## src/rtl/deb_multi_if.sv

```systemverilog
// Bundle carrying the raw inputs, run-time controls and debounced outputs of deb_multi.
// The bench drives the master side; the debouncer sits on the slave side.
interface deb_multi_if #(
  parameter int N_CH  = 4,
  parameter int CNT_W = 16
);
  logic             en;
  logic [CNT_W-1:0] thresh;
  logic [N_CH-1:0]  in;
  logic [N_CH-1:0]  out;
  logic [N_CH-1:0]  rise;
  logic [N_CH-1:0]  fall;
  logic             any_edge;

  modport master (
    output en, thresh, in,
    input  out, rise, fall, any_edge
  );

  modport slave (
    input  en, thresh, in,
    output out, rise, fall, any_edge
  );
endinterface

```

## src/rtl/deb_multi.sv

```systemverilog
// Multi-channel debouncer: per-channel synchroniser, en-gated stability counter, registered level and edge strobes.
// With en high an input edge appears on out after SYNC_STAGES + thresh + 1 clk edges; no backpressure.
module deb_multi #(
  parameter int   N_CH        = 4,
  parameter int   CNT_W       = 16,
  parameter int   SYNC_STAGES = 2,
  parameter logic RST_VAL     = 1'b0
) (
  input  logic         clk,
  input  logic         rst_n,
  deb_multi_if.slave   bus
);

  logic [N_CH-1:0] out_q;
  logic [N_CH-1:0] out_nxt;
  logic [N_CH-1:0] rise_q;
  logic [N_CH-1:0] rise_nxt;
  logic [N_CH-1:0] fall_q;
  logic [N_CH-1:0] fall_nxt;
  logic            any_q;

  for (genvar i = 0; i < N_CH; i++) begin : g_ch
    logic [SYNC_STAGES-1:0] sync_q;
    logic                   samp;
    logic [CNT_W-1:0]       cnt_q;
    logic [CNT_W-1:0]       cnt_d;
    logic                   out_d;
    logic                   rise_d;
    logic                   fall_d;

    if (SYNC_STAGES == 1) begin : g_sync1
      always_ff @(posedge clk or negedge rst_n) begin
        if (!rst_n) sync_q <= {SYNC_STAGES{RST_VAL}};
        else        sync_q <= bus.in[i];
      end
    end else begin : g_syncn
      always_ff @(posedge clk or negedge rst_n) begin
        if (!rst_n) sync_q <= {SYNC_STAGES{RST_VAL}};
        else        sync_q <= {sync_q[SYNC_STAGES-2:0], bus.in[i]};
      end
    end

    assign samp = sync_q[SYNC_STAGES-1];

    // >= lets a threshold lowered mid-count expire on the very next tick
    always_comb begin
      cnt_d  = cnt_q;
      out_d  = out_q[i];
      rise_d = 1'b0;
      fall_d = 1'b0;
      if (samp == out_q[i]) begin
        cnt_d = '0;
      end else if (bus.en && (cnt_q >= bus.thresh)) begin
        cnt_d  = '0;
        out_d  = samp;
        rise_d = samp;
        fall_d = ~samp;
      end else if (bus.en) begin
        cnt_d = cnt_q + 1'b1;
      end
    end

    always_ff @(posedge clk or negedge rst_n) begin
      if (!rst_n) cnt_q <= '0;
      else        cnt_q <= cnt_d;
    end

    assign out_nxt[i]  = out_d;
    assign rise_nxt[i] = rise_d;
    assign fall_nxt[i] = fall_d;
  end

  always_ff @(posedge clk or negedge rst_n) begin
    if (!rst_n) begin
      out_q  <= {N_CH{RST_VAL}};
      rise_q <= '0;
      fall_q <= '0;
      any_q  <= 1'b0;
    end else begin
      out_q  <= out_nxt;
      rise_q <= rise_nxt;
      fall_q <= fall_nxt;
      any_q  <= |(rise_nxt | fall_nxt);
    end
  end

  assign bus.out      = out_q;
  assign bus.rise     = rise_q;
  assign bus.fall     = fall_q;
  assign bus.any_edge = any_q;

endmodule

```

## src/flat_wrapper.sv

```systemverilog
// flat-port wrapper written by rule: the top's interface ports become plain ports
module deb_multi_flat 
#(
  parameter int   N_CH        = 4,
  parameter int   CNT_W       = 16,
  parameter int   SYNC_STAGES = 2,
  parameter logic RST_VAL     = 1'b0
)
  (clk, rst_n, bus_en, bus_thresh, bus_in, bus_out, bus_rise, bus_fall, bus_any_edge);
  deb_multi_if #(.N_CH(N_CH), .CNT_W(CNT_W)) bus_i ();
  input  logic clk;
  input  logic rst_n;
  input wire logic [$bits(bus_i.en)-1:0] bus_en;
  input wire logic [$bits(bus_i.thresh)-1:0] bus_thresh;
  input wire logic [$bits(bus_i.in)-1:0] bus_in;
  output wire logic [$bits(bus_i.out)-1:0] bus_out;
  output wire logic [$bits(bus_i.rise)-1:0] bus_rise;
  output wire logic [$bits(bus_i.fall)-1:0] bus_fall;
  output wire logic [$bits(bus_i.any_edge)-1:0] bus_any_edge;
  assign bus_i.en = bus_en;
  assign bus_i.thresh = bus_thresh;
  assign bus_i.in = bus_in;
  assign bus_out = bus_i.out;
  assign bus_rise = bus_i.rise;
  assign bus_fall = bus_i.fall;
  assign bus_any_edge = bus_i.any_edge;
  deb_multi #(.N_CH(N_CH), .CNT_W(CNT_W), .SYNC_STAGES(SYNC_STAGES), .RST_VAL(RST_VAL)) u_core (.clk(clk), .rst_n(rst_n), .bus(bus_i));
endmodule
```

## config.mk

```make
export PLATFORM = sky130hd
export DESIGN_NAME = deb_multi_flat
export DESIGN_NICKNAME = d
export VERILOG_FILES = /design/src/rtl/deb_multi_if.sv /design/src/rtl/deb_multi.sv /design/src/flat_wrapper.sv
export SDC_FILE = /design/constraint.sdc
export NUM_CORES = 1
export LEC_CHECK = 0
export ABC_AREA = 1
export BUFFER_PORTS_ARGS = -buffer_cell sky130_fd_sc_hd__buf_2
export CAP_MARGIN = 30
export CORE_MARGIN = 5
export CORE_UTILIZATION = 65
export DETAILED_ROUTE_END_ITERATION = 16
export HOLD_SLACK_MARGIN = 0.12
export PLACE_DENSITY_LB_ADDON = 0.25
export SYNTH_ARGS = -nofsm -noshare
export SYNTH_HDL_FRONTEND = slang
export SYNTH_SLANG_ARGS = --single-unit
```

## constraint.sdc

```tcl
create_clock -name clk -period 2.9 [get_ports clk]
set_input_delay 0.435 -clock clk [delete_from_list [all_inputs] [get_ports clk]]
set_output_delay 0.435 -clock clk [all_outputs]
set_load 0.02 [all_outputs]
```

==> results of run 1 <==
[cell type report]
cell class | instances | area [um^2]
clock inverters | 5 | 108
flip-flops and latches | 85 | 2130
well taps | 111 | 139
inverters | 117 | 439
multi-input cells | 571 | 3460
clock buffers | 11 | 141
fillers | 709 | 2560
repair buffers | 38 | 215
[metal layers]
metal  part of all wire, %  GRT usage, %  vias up
met1                    44          34.4     2547
li1                      -             -     2623
met4                   2.9          10.1        0
met3                   4.8          3.37       44
met5                     0             0        -
met2                    48          46.2      159
[timing repair]
item | CTS | global route
endpoints found under the setup margin | 0 | 0
resized for setup | 0 | 0
hold buffers | 1 | 0
hold endpoints to repair | 41 | 0
[power by group through the flow]
stage	combinational (uW)	sequential [uW]	clock, uW
CTS	225	1220	1040
floorplan	138	1230	0
detailed placement	223	1240	0
global route	260	1220	1100
global placement	207	1240	0
finish	226	1220	1030
[state kept, by name, summed over array words and instances (netlist names)]
| name | count |
|---|---|
| u_core.g_ch.cnt_q | 64 |
| u_core.g_ch.sync_q | 8 |
| u_core.bus.fall | 4 |
| u_core.bus.out | 4 |
| u_core.bus.rise | 4 |
| u_core.bus.any_edge | 1 |
[cell usage after synthesis]
cell and number:
a21oi_1 29, a31oi_1 2, and3_1 1, buf_2 5
buf_4 1, buf_6 3, clkinv_1 2, dfrtp_1 85
ha_1 68, inv_1 103, inv_2 12, nand2_1 188
nand2_2 13, nand2_4 1, nand3_1 49, nand3_2 6
nand3b_1 3, nand4_1 15, nand4_4 1, nor2_1 49
nor2_2 9, nor2_4 6, nor3_1 14, nor3_2 4
nor3_4 3, o21ai_0 17, o21ai_1 36, o21ai_2 11
o21bai_1 1, o22ai_1 5, o31ai_1 3, or2_2 2
xnor2_1 7, xor2_1 28
[layout by cell type (no fill, tap or decap), types with 4 or more instances in the layout]
master	netlist	layout
o21ai_0	17	17
clkbuf_8	0	10
inv_1	103	103
inv_2	12	12
o22ai_1	5	5
nor3_2	4	4
nand3_1	49	49
o21ai_1	36	36
nand2_2	13	13
nand2_1	188	188
nor2_1	49	49
buf_2	5	34
nand3_2	6	6
xnor2_1	7	7
nand4_1	15	15
nor2_2	9	9
dfrtp_1	85	85
a21oi_1	29	29
ha_1	68	68
nor2_4	6	6
xor2_1	28	28
o21ai_2	11	11
nor3_1	14	14
[logic make-up after synthesis]
logic type / after synthesis / share of synthesized area, %
flip-flops: 85 / 34.9
XOR/XNOR: 35 / 5.03
AO/OA/AOI/OAI: 104 / 9.52
buffers and inverters: 126 / 8.29
AND/OR/NAND/NOR: 364 / 28.3
adder cells (fa/ha/maj): 68 / 14.0
[worst paths after layout]
path	start	slack, ns	cells after the start	endpoint
worst min-delay path	bus_in[3]	0.18	1	u_core.g_ch[3].sync_q[0]$_DFF_PN0_
worst max-delay path	u_core.g_ch[0].cnt_q[9]$_DFFE_PN0P_	0.88	8	u_core.g_ch[0].cnt_q[11]$_DFFE_PN0P_
max in group asynchronous	rst_n	1.70	3	u_core.g_ch[0].cnt_q[8]$_DFFE_PN0P_
min in group asynchronous	rst_n	0.60	2	u_core.g_ch[1].cnt_q[6]$_DFFE_PN0P_
worst max register to register	u_core.g_ch[0].cnt_q[9]$_DFFE_PN0P_	0.88	8	u_core.g_ch[0].cnt_q[11]$_DFFE_PN0P_
worst min register to register	u_core.g_ch[2].sync_q[0]$_DFF_PN0_	0.36	0	u_core.g_ch[2].sync_q[1]$_DFF_PN0_
[stage by stage]
step                      util (%)  hold slack, ns  power [uW]  instance area [um^2]  std cells
final                         72.1           0.182        2470                  6630        938
after CTS                     72.1           0.167        2490                  6630        938
after detailed placement      69.3           0.336        1460                  6370        921
after global routing          72.1           0.163        2580                  6630        938
after floorplan                  -           0.139        1370                  6100        782
after global placement        69.1           0.332        1440                  6350        920
==> run_results.csv, run 1 <==
group,metric,value,unit
outcome,status,"finished, final reports clean",
synth,avgSynthCellArea,7.80,um^2
setup_path,crit_top_cell,"nand2_2",
setup_path,cp_data_required_time,3.17,ns
place,gp_congestion,0.930,
place,pre_cts_ws,0.682,ns
place,io_buffers,35,
power,p_switching,606,uW
floorplan,fp.coreArea,9200,um^2
global_route,first_global_vias,5357,
synth,yosysWarnings,0,
setup_path,cp-start-kind,"register",
job,maxCapViolations,0,
setup_path,worst-setup-path-type,"reg2reg",
floorplan,start_util,66.3,%
detailed_routing,drt_first_pass_iters,5,
power,vdd_ir_drop_max,321,uV
synth,syn-cell-area,6100,um^2
timing,tightest_slew,0.608,ns
setup_path,cpLargestDelayFamily,"compound AO/OA/AOI/OAI gates",
timing,hold_violations,0,
timing,slew_viol_final,0,
timing,slew_headroom,59.5,%
power,p_clk_share,41.7,%
finish,areaGrowthSynthToFinish,8.80,%
timing,layout_min_cycle_time,2.02,ns
synth,synth_area_leader_cell,"dfrtp_1",
synth,synth_area_leaders,"dfrtp_1 (35%), ha_1 (14%), nand2_1 (12%), inv_1 (6.3%), nand3_1 (4.0%)",
timing,finalSetupViolCount,0,
detailed_routing,drt-total-wl,14500,um
global_route,grt_overflow,0,
detailed_routing,drc,0,
clock_network,cts_tree,"done",
clock_network,insertion_delay,0.35,ns
clock_network,cts_buffer_depth,2,
clock_network,cts.sinks,85,
setup_path,critPathSlowestCell,"dfrtp_1",
floorplan,dieHeight,107,um
synth,ys_types,34,
finish,drive_gt1_share,14.5,%
clock_network,cts_root_buf,"clkbuf_8",
synth,ys_ff_latch,85,
power,sw_frac_of_total,24.5,%
global_route,grt_max_degree,45,
floorplan,die_area,11400,um^2
timing,fin_tns_setup,0,ns
timing,fmax,494,MHz
synth,ys_seq_area_share,34.9,%
floorplan,io_pins,36,
power,power.density,373,nW/um^2
power,p_comb_share,9.1,%
timing,finalClockSkew,0.0107,ns
detailed_routing,ant_nets,0,
global_route,grtUsageTotal,26.8,%
power,p_leak,0.00348,uW
power,p_seq_share,49.1,%
hold_path,hold_path_class,"in2reg",
clock_network,post_cts_buffers,0,
setup_path,worst_path_largest_cell_delay,0.48,ns
synth,synth_fp_nets,873,
timing,fin_crit_sh,69.8,%
timing,worst_slack,0.876,ns
floorplan,die_x,107,um
clock_network,clk_pin_slew,0.09,ns
clock_network,cts_buffers,9,
setup_path,crit_fanout,15,
setup_path,cp_cell_sequence,"ha_1 > a21oi_1 > o21ai_0 > a21oi_1 > nand2_2 > nand2_2 > nand2_2 > o21ai_0",
finish,nets,913,
detailed_routing,dr.first_iter.drc_count,331,
timing,rsz0062_at_grt,"no",
synth,postSynthCellCount,782,
clock_network,h-tree-depth,3,
detailed_routing,via_per_inst,5.73,
synth,yosysTopAreaCellShare,34.9,%
global_route,grt_pass1_wl,24800,um
setup_path,worst-path-buf-inv,0,
detailed_routing,wl_per_cell,15.4,um
global_route,antenna_found_initial,0,
detailed_routing,vias,5373,
floorplan,num_rows,35,
setup_path,end_kind,"register",
place,dp_hpwl,11200,um
setup_path,arrival,2.29,ns
power,p_int,1870,uW
finish,antennaDiodeCount,0,
No activity file was read; power rests on OpenSTA's default activity.
==> run 2: changes to the inputs <==
CORE_UTILIZATION = 56   (was 65)
clock period = 1.72 ns   (was 2.9 ns; I/O delays follow)
==> run_results.csv, run 2 (same netlist as run 1, synthesis figures left out) <==
group,metric,value,unit
timing,fmax,550,MHz
setup_path,rrSetupSlack,-0.1,ns
hold_path,holdPathStages,0,
finish,fill_cells,779,
hold_path,hold_path_class,"reg2reg",
timing,layout_min_cycle_time,1.82,ns
setup_path,cp_data_required_time,2.02,ns
global_route,grtUsageTotal,25.8,%
floorplan,start_util,56.7,%
setup_path,crit_fanout,6,
finish,drive_gt1_share,32.6,%
floorplan,num_rows,38,
global_route,antenna_found_initial,0,
finish,nets,1014,
floorplan,dieHeight,114,um
finish,layout_commonest_cell,"nand2_1",
detailed_routing,dr.first_iter.drc_count,460,
place,io_buffers,35,
setup_path,r2r_end,"u_core.g_ch[1].cnt_q[4]$_DFFE_PN0P_",
setup_path,end_kind,"register",
outcome,violations,"negative setup slack",
detailed_routing,drc,0,
detailed_routing,drt_first_pass_iters,5,
clock_network,cts_buffers,9,
finish,largestRegisters,"u_core.g_ch.cnt_q (64), u_core.g_ch.sync_q (8)",
global_route,first_global_vias,5817,
floorplan,die_area,13100,um^2
detailed_routing,vias,5863,
global_route,grt_pass1_wl,27000,um
clock_network,cts_buffer_depth,2,
clock_network,cts_root_buf,"clkbuf_8",
floorplan,io_pins,36,
power,power.density,512,nW/um^2
setup_path,crit_top_cell,"nand2_1",
timing,worst_slack,-0.0987,ns
finish,largest_reg_flops,64,
clock_network,cts_tree,"done",
job,maxCapViolations,0,
timing,fin_hold_ws,0.345,ns
setup_path,worst_path_largest_cell_delay,0.44,ns
timing,finalSetupViolCount,54,
global_route,grt_overflow,0,
place,gp_congestion,0.887,
finish,top_register,"u_core.g_ch.cnt_q",
timing,hold_violations,0,
floorplan,fp.coreArea,10700,um^2
global_route,grt_max_degree,35,
setup_path,cp-start-kind,"register",
timing,fin_tns_setup,-2.56,ns
clock_network,cts.sinks,85,
timing,slew_headroom,68.1,%
timing,slew_viol_final,0,
detailed_routing,drt-total-wl,17300,um
hold_path,hold_end,"u_core.g_ch[0].sync_q[1]$_DFF_PN0_",
setup_path,arrival,2.12,ns
hold_path,hp-start,"u_core.g_ch[0].sync_q[0]$_DFF_PN0_",
clock_network,h-tree-depth,3,
place,placed_area,7020,um^2
finish,final_cell_mix,"nand2_1 (171), inv_1 (101), buf_4 (86), dfrtp_1 (83), ha_1 (50)",
finish,regArea,2130,um^2
finish,multi_input_area,4030,um^2
setup_path,cp_cell_sequence,"ha_1 > nand2_1 > inv_1 > nand2_2 > nor2_2 > nor2_1 > nand2_1 > nand2_2 > nand2_4 > nor2_4 > buf_6 > nand2_1 > o21ai_2",
finish,fin_area,8010,um^2
timing,fin_crit_sh,106,%
detailed_routing,via_per_inst,5.49,
finish,antennaDiodeCount,0,
timing,finalClockSkew,0.00940,ns
floorplan,die_x,114,um
power,p_total,4100,uW
finish,areaGrowthSynthToFinish,31.4,%
setup_path,worst-setup-path-type,"reg2reg",
detailed_routing,wl_per_cell,16.2,um
detailed_routing,ant_nets,0,
power,p_leak,0.00403,uW
clock_network,insertion_delay,0.37,ns
setup_path,rr_startpoint,"u_core.g_ch[1].cnt_q[4]$_DFFE_PN0P_",
finish,utilization,74.5,%
timing,rsz0062_at_grt,"yes",
power,vdd_ir_drop_max,416,uV
outcome,status,"finished, violations left",
setup_path,critPathSlowestCell,"dfrtp_1",
timing,tightest_slew,0.477,ns
setup_path,reg2reg_depth,13,
clock_network,clk_pin_slew,0.09,ns
place,dp_hpwl,12000,um
## run 2: cell types whose count changed in the layout (fill, tap and decap cells not counted), sizes merged
cell and change:
bufinv -2, clkinvlp +1, nand2 +1, dlygate4sd3 +4, nand3 +1, buf +94
clkbuf +1
## run 2: layer usage
layer,routed length [um],GRT usage (%)
met4,439,8.47
met3,937,3.96
met5,0,0
met1,7200,32.3
met2,8720,45.5
## run 2: layout make-up
cell class | count | share of cell area, %
timing repair buffer | 137 | 12.9
multi-input combinational | 573 | 50.4
sequential | 85 | 26.6
clock inverter | 4 | 0.594
tap | 140 | 2.19
inverter | 117 | 5.48
clock buffer | 11 | 1.89
## run 2: metrics by stage
stage	worst slack [ns]	instances
detailed placement	-0.207	1030
floorplan	0.0732	782
finish	-0.0987	1067
global route	-0.236	1067
global placement	-0.156	1030
CTS	-0.0484	1055
## run 2: timing repair
item / CTS / global route
hold endpoints to repair: 29 / 0
resized for setup: 36 / 78
setup buffers: 3 / 11
setup endpoints to repair: 66 / 76
pin swaps: 9 / 22
gates cloned: 2 / 1
hold buffers: 5 / 0
## run 2: worst max-delay path, delay by kind of cell, from the launching register on
kind,cells,cell delay [ns]
compound gates,1,0.07
fa+ha+maj,1,0.30
buf+inv,2,0.19
flops,1,0.44
simple gates,9,0.73
## run 2: report_power, final
part           switching [uW]  total (uW)  internal, uW
clock network             772        1510           739
logic                     340         547           207
registers                20.8        2040          2020
## run 2: how the worst max path moves through the flow
stage                                              from                              endpoint  slack [ns]  cells after the start
floorplan           u_core.g_ch[0].cnt_q[7]$_DFFE_PN0P_   u_core.g_ch[0].cnt_q[5]$_DFFE_PN0P_        0.07                     13
global placement                          bus_thresh[7]  u_core.g_ch[0].cnt_q[11]$_DFFE_PN0P_       -0.16                     15
detailed placement                       bus_thresh[11]   u_core.g_ch[2].cnt_q[4]$_DFFE_PN0P_       -0.21                      9
CTS                 u_core.g_ch[0].cnt_q[4]$_DFFE_PN0P_         u_core.bus.out[0]$_DFFE_PN0P_       -0.05                     14
global route        u_core.g_ch[1].cnt_q[4]$_DFFE_PN0P_  u_core.g_ch[1].cnt_q[13]$_DFFE_PN0P_       -0.24                     13
finish              u_core.g_ch[1].cnt_q[4]$_DFFE_PN0P_   u_core.g_ch[1].cnt_q[4]$_DFFE_PN0P_        -0.1                     13
==> run 3: changes to the inputs <==
REMOVE_ABC_BUFFERS = 1   (was not set)
clock period = 1.62 ns   (was 1.72 ns; I/O delays follow)
==> run_results.csv, run 3 (same netlist as run 1, synthesis figures left out) <==
group,metric,value,unit
timing,hold_violations,0,
outcome,status,"finished, violations left",
clock_network,insertion_delay,0.39,ns
setup_path,worst_path_largest_cell_delay,0.41,ns
setup_path,cp_data_required_time,1.89,ns
clock_network,h-tree-depth,3,
detailed_routing,ant_nets,0,
global_route,antenna_found_initial,0,
finish,instances_no_fill,1079,
detailed_routing,drt_first_pass_iters,7,
global_route,grt_max_degree,31,
finish,multi_input_area,4260,um^2
floorplan,die_x,114,um
global_route,grt_overflow,0,
clock_network,clk_pin_slew,0.09,ns
detailed_routing,drc,0,
setup_path,crit_fanout,5,
power,p_total,4280,uW
floorplan,num_rows,38,
finish,final_cell_mix,"nand2_1 (170), inv_1 (99), buf_4 (95), dfrtp_1 (81), ha_1 (49)",
timing,rsz0062_at_grt,"yes",
timing,finalClockSkew,0.00946,ns
global_route,grtUsageTotal,27.9,%
detailed_routing,wl_per_cell,17.3,um
timing,fmax,549,MHz
hold_path,hold_path_class,"in2reg",
timing,worst_slack,-0.202,ns
timing,tightest_slew,0.499,ns
finish,largestRegisters,"u_core.g_ch.cnt_q (64), u_core.g_ch.sync_q (8)",
floorplan,start_util,56.7,%
detailed_routing,dr.first_iter.drc_count,409,
setup_path,rrSetupSlack,-0.20,ns
finish,regArea,2130,um^2
setup_path,critPathSlowestCell,"dfrtp_1",
power,power.density,514,nW/um^2
power,p_leak,0.00413,uW
finish,fill_cells,690,
clock_network,cts_tree,"done",
setup_path,arrival,2.09,ns
clock_network,cts_root_buf,"clkbuf_8",
finish,top_register,"u_core.g_ch.cnt_q",
detailed_routing,vias,6127,
setup_path,r2r_end,"u_core.g_ch[1].cnt_q[12]$_DFFE_PN0P_",
place,io_buffers,35,
setup_path,worst-setup-path-type,"reg2reg",
setup_path,crit_top_cell,"buf_4",
global_route,grt_pass1_wl,28500,um
finish,layout_commonest_cell,"nand2_1",
clock_network,cts_buffer_depth,2,
setup_path,cpLargestDelayFamily,"simple AND/OR/NAND/NOR gates",
detailed_routing,via_per_inst,5.68,
place,gp_congestion,0.876,
finish,areaGrowthSynthToFinish,36.3,%
setup_path,cp-endpoint,"u_core.g_ch[1].cnt_q[12]$_DFFE_PN0P_",
place,pre_cts_ws,-0.334,ns
outcome,violations,"negative setup slack",
place,placed_cells,1044,
setup_path,cp-start-kind,"register",
setup_path,crit_start,"u_core.g_ch[1].cnt_q[9]$_DFFE_PN0P_",
clock_network,cts_buffers,9,
detailed_routing,drt-total-wl,18700,um
power,vdd_ir_drop_max,491,uV
setup_path,cp.depth,10,
floorplan,io_pins,36,
setup_path,worst-path-buf-inv,2,
setup_path,cp_cell_sequence,"ha_1 > buf_4 > nand4_1 > nor3_2 > nand2_2 > nand2_4 > nor2_4 > buf_4 > nand3_1 > o21ai_0",
setup_path,rr_startpoint,"u_core.g_ch[1].cnt_q[9]$_DFFE_PN0P_",
setup_path,end_kind,"register",
finish,largest_reg_flops,64,
finish,antennaDiodeCount,0,
timing,finalSetupViolCount,76,
floorplan,die_area,13100,um^2
clock_network,cts.sinks,85,
timing,fin_hold_ws,0.202,ns
timing,fin_crit_sh,112,%
timing,slew_viol_final,0,
job,maxCapViolations,0,
timing,layout_min_cycle_time,1.82,ns
floorplan,dieHeight,114,um
finish,drive_gt1_share,36.0,%
place,dp_hpwl,12300,um
floorplan,fp.coreArea,10700,um^2
finish,nets,1025,
timing,slew_headroom,66.7,%
setup_path,reg2reg_depth,10,
global_route,first_global_vias,5948,
==> run 3: worst min-delay path by stage <==
stage,from,end,cells after the start
floorplan,rst_n,u_core.bus.any_edge$_DFF_PN0_,0
global placement,rst_n,u_core.g_ch[0].cnt_q[5]$_DFFE_PN0P_,1
detailed placement,rst_n,u_core.g_ch[0].cnt_q[5]$_DFFE_PN0P_,1
CTS,bus_en,u_core.bus.rise[1]$_DFF_PN0_,3
global route,bus_en,u_core.bus.rise[1]$_DFF_PN0_,3
finish,bus_en,u_core.bus.rise[1]$_DFF_PN0_,3
==> run 3: layout make-up <==
type | count | share of cell area, %
clock buffer | 12 | 1.87
clock inverter | 4 | 0.271
inverter | 117 | 5.28
multi-input combinational | 575 | 51.3
sequential | 85 | 25.7
tap | 140 | 2.11
timing repair buffer | 146 | 13.5
==> run 3: timing repair <==
item,CTS,global route
hold buffers,5,0
resized for setup,83,70
endpoints found under the setup margin,76,77
gates cloned,4,1
pin swaps,24,28
endpoints found under the hold margin,77,0
setup buffers,7,2
==> run 3: where the power goes <==
group	total, uW	internal (uW)	switching [uW]
registers	2170	2150	25.4
clock network	1460	634	825
logic	643	243	401
total	4280	3020	1250
==> run 3: worst register-to-register path, stage by stage, from the launching register on <==
cell	delay, ns
dfrtp_1	0.41
ha_1	0.30
buf_4	0.10
nand4_1	0.14
nor3_2	0.20
nand2_2	0.11
nand2_4	0.11
nor2_4	0.05
buf_4	0.16
nand3_1	0.06
o21ai_0	0.07
==> run 3: through the flow <==
stage | utilization, % | setup TNS (ns) | area, um^2
after global routing | 77.4 | -15.61 | 8310
after CTS | 73.9 | -3.62 | 7940
after global placement | 66.6 | -14.81 | 7150
after detailed placement | 66.6 | -19.47 | 7150
after floorplan | - | -0.620 | 6030
final | 77.4 | -10.68 | 8310
==> run 3: layer usage <==
| layer | vias up | global-route usage (%) | part of all wire, % |
|---|---|---|---|
| met5 | - | 0 | 0 |
| met2 | 269 | 45.8 | 48 |
| met3 | 85 | 4.86 | 6.3 |
| met1 | 2918 | 34.3 | 40 |
| met4 | 0 | 16.9 | 5.4 |
| li1 | 2855 | - | - |
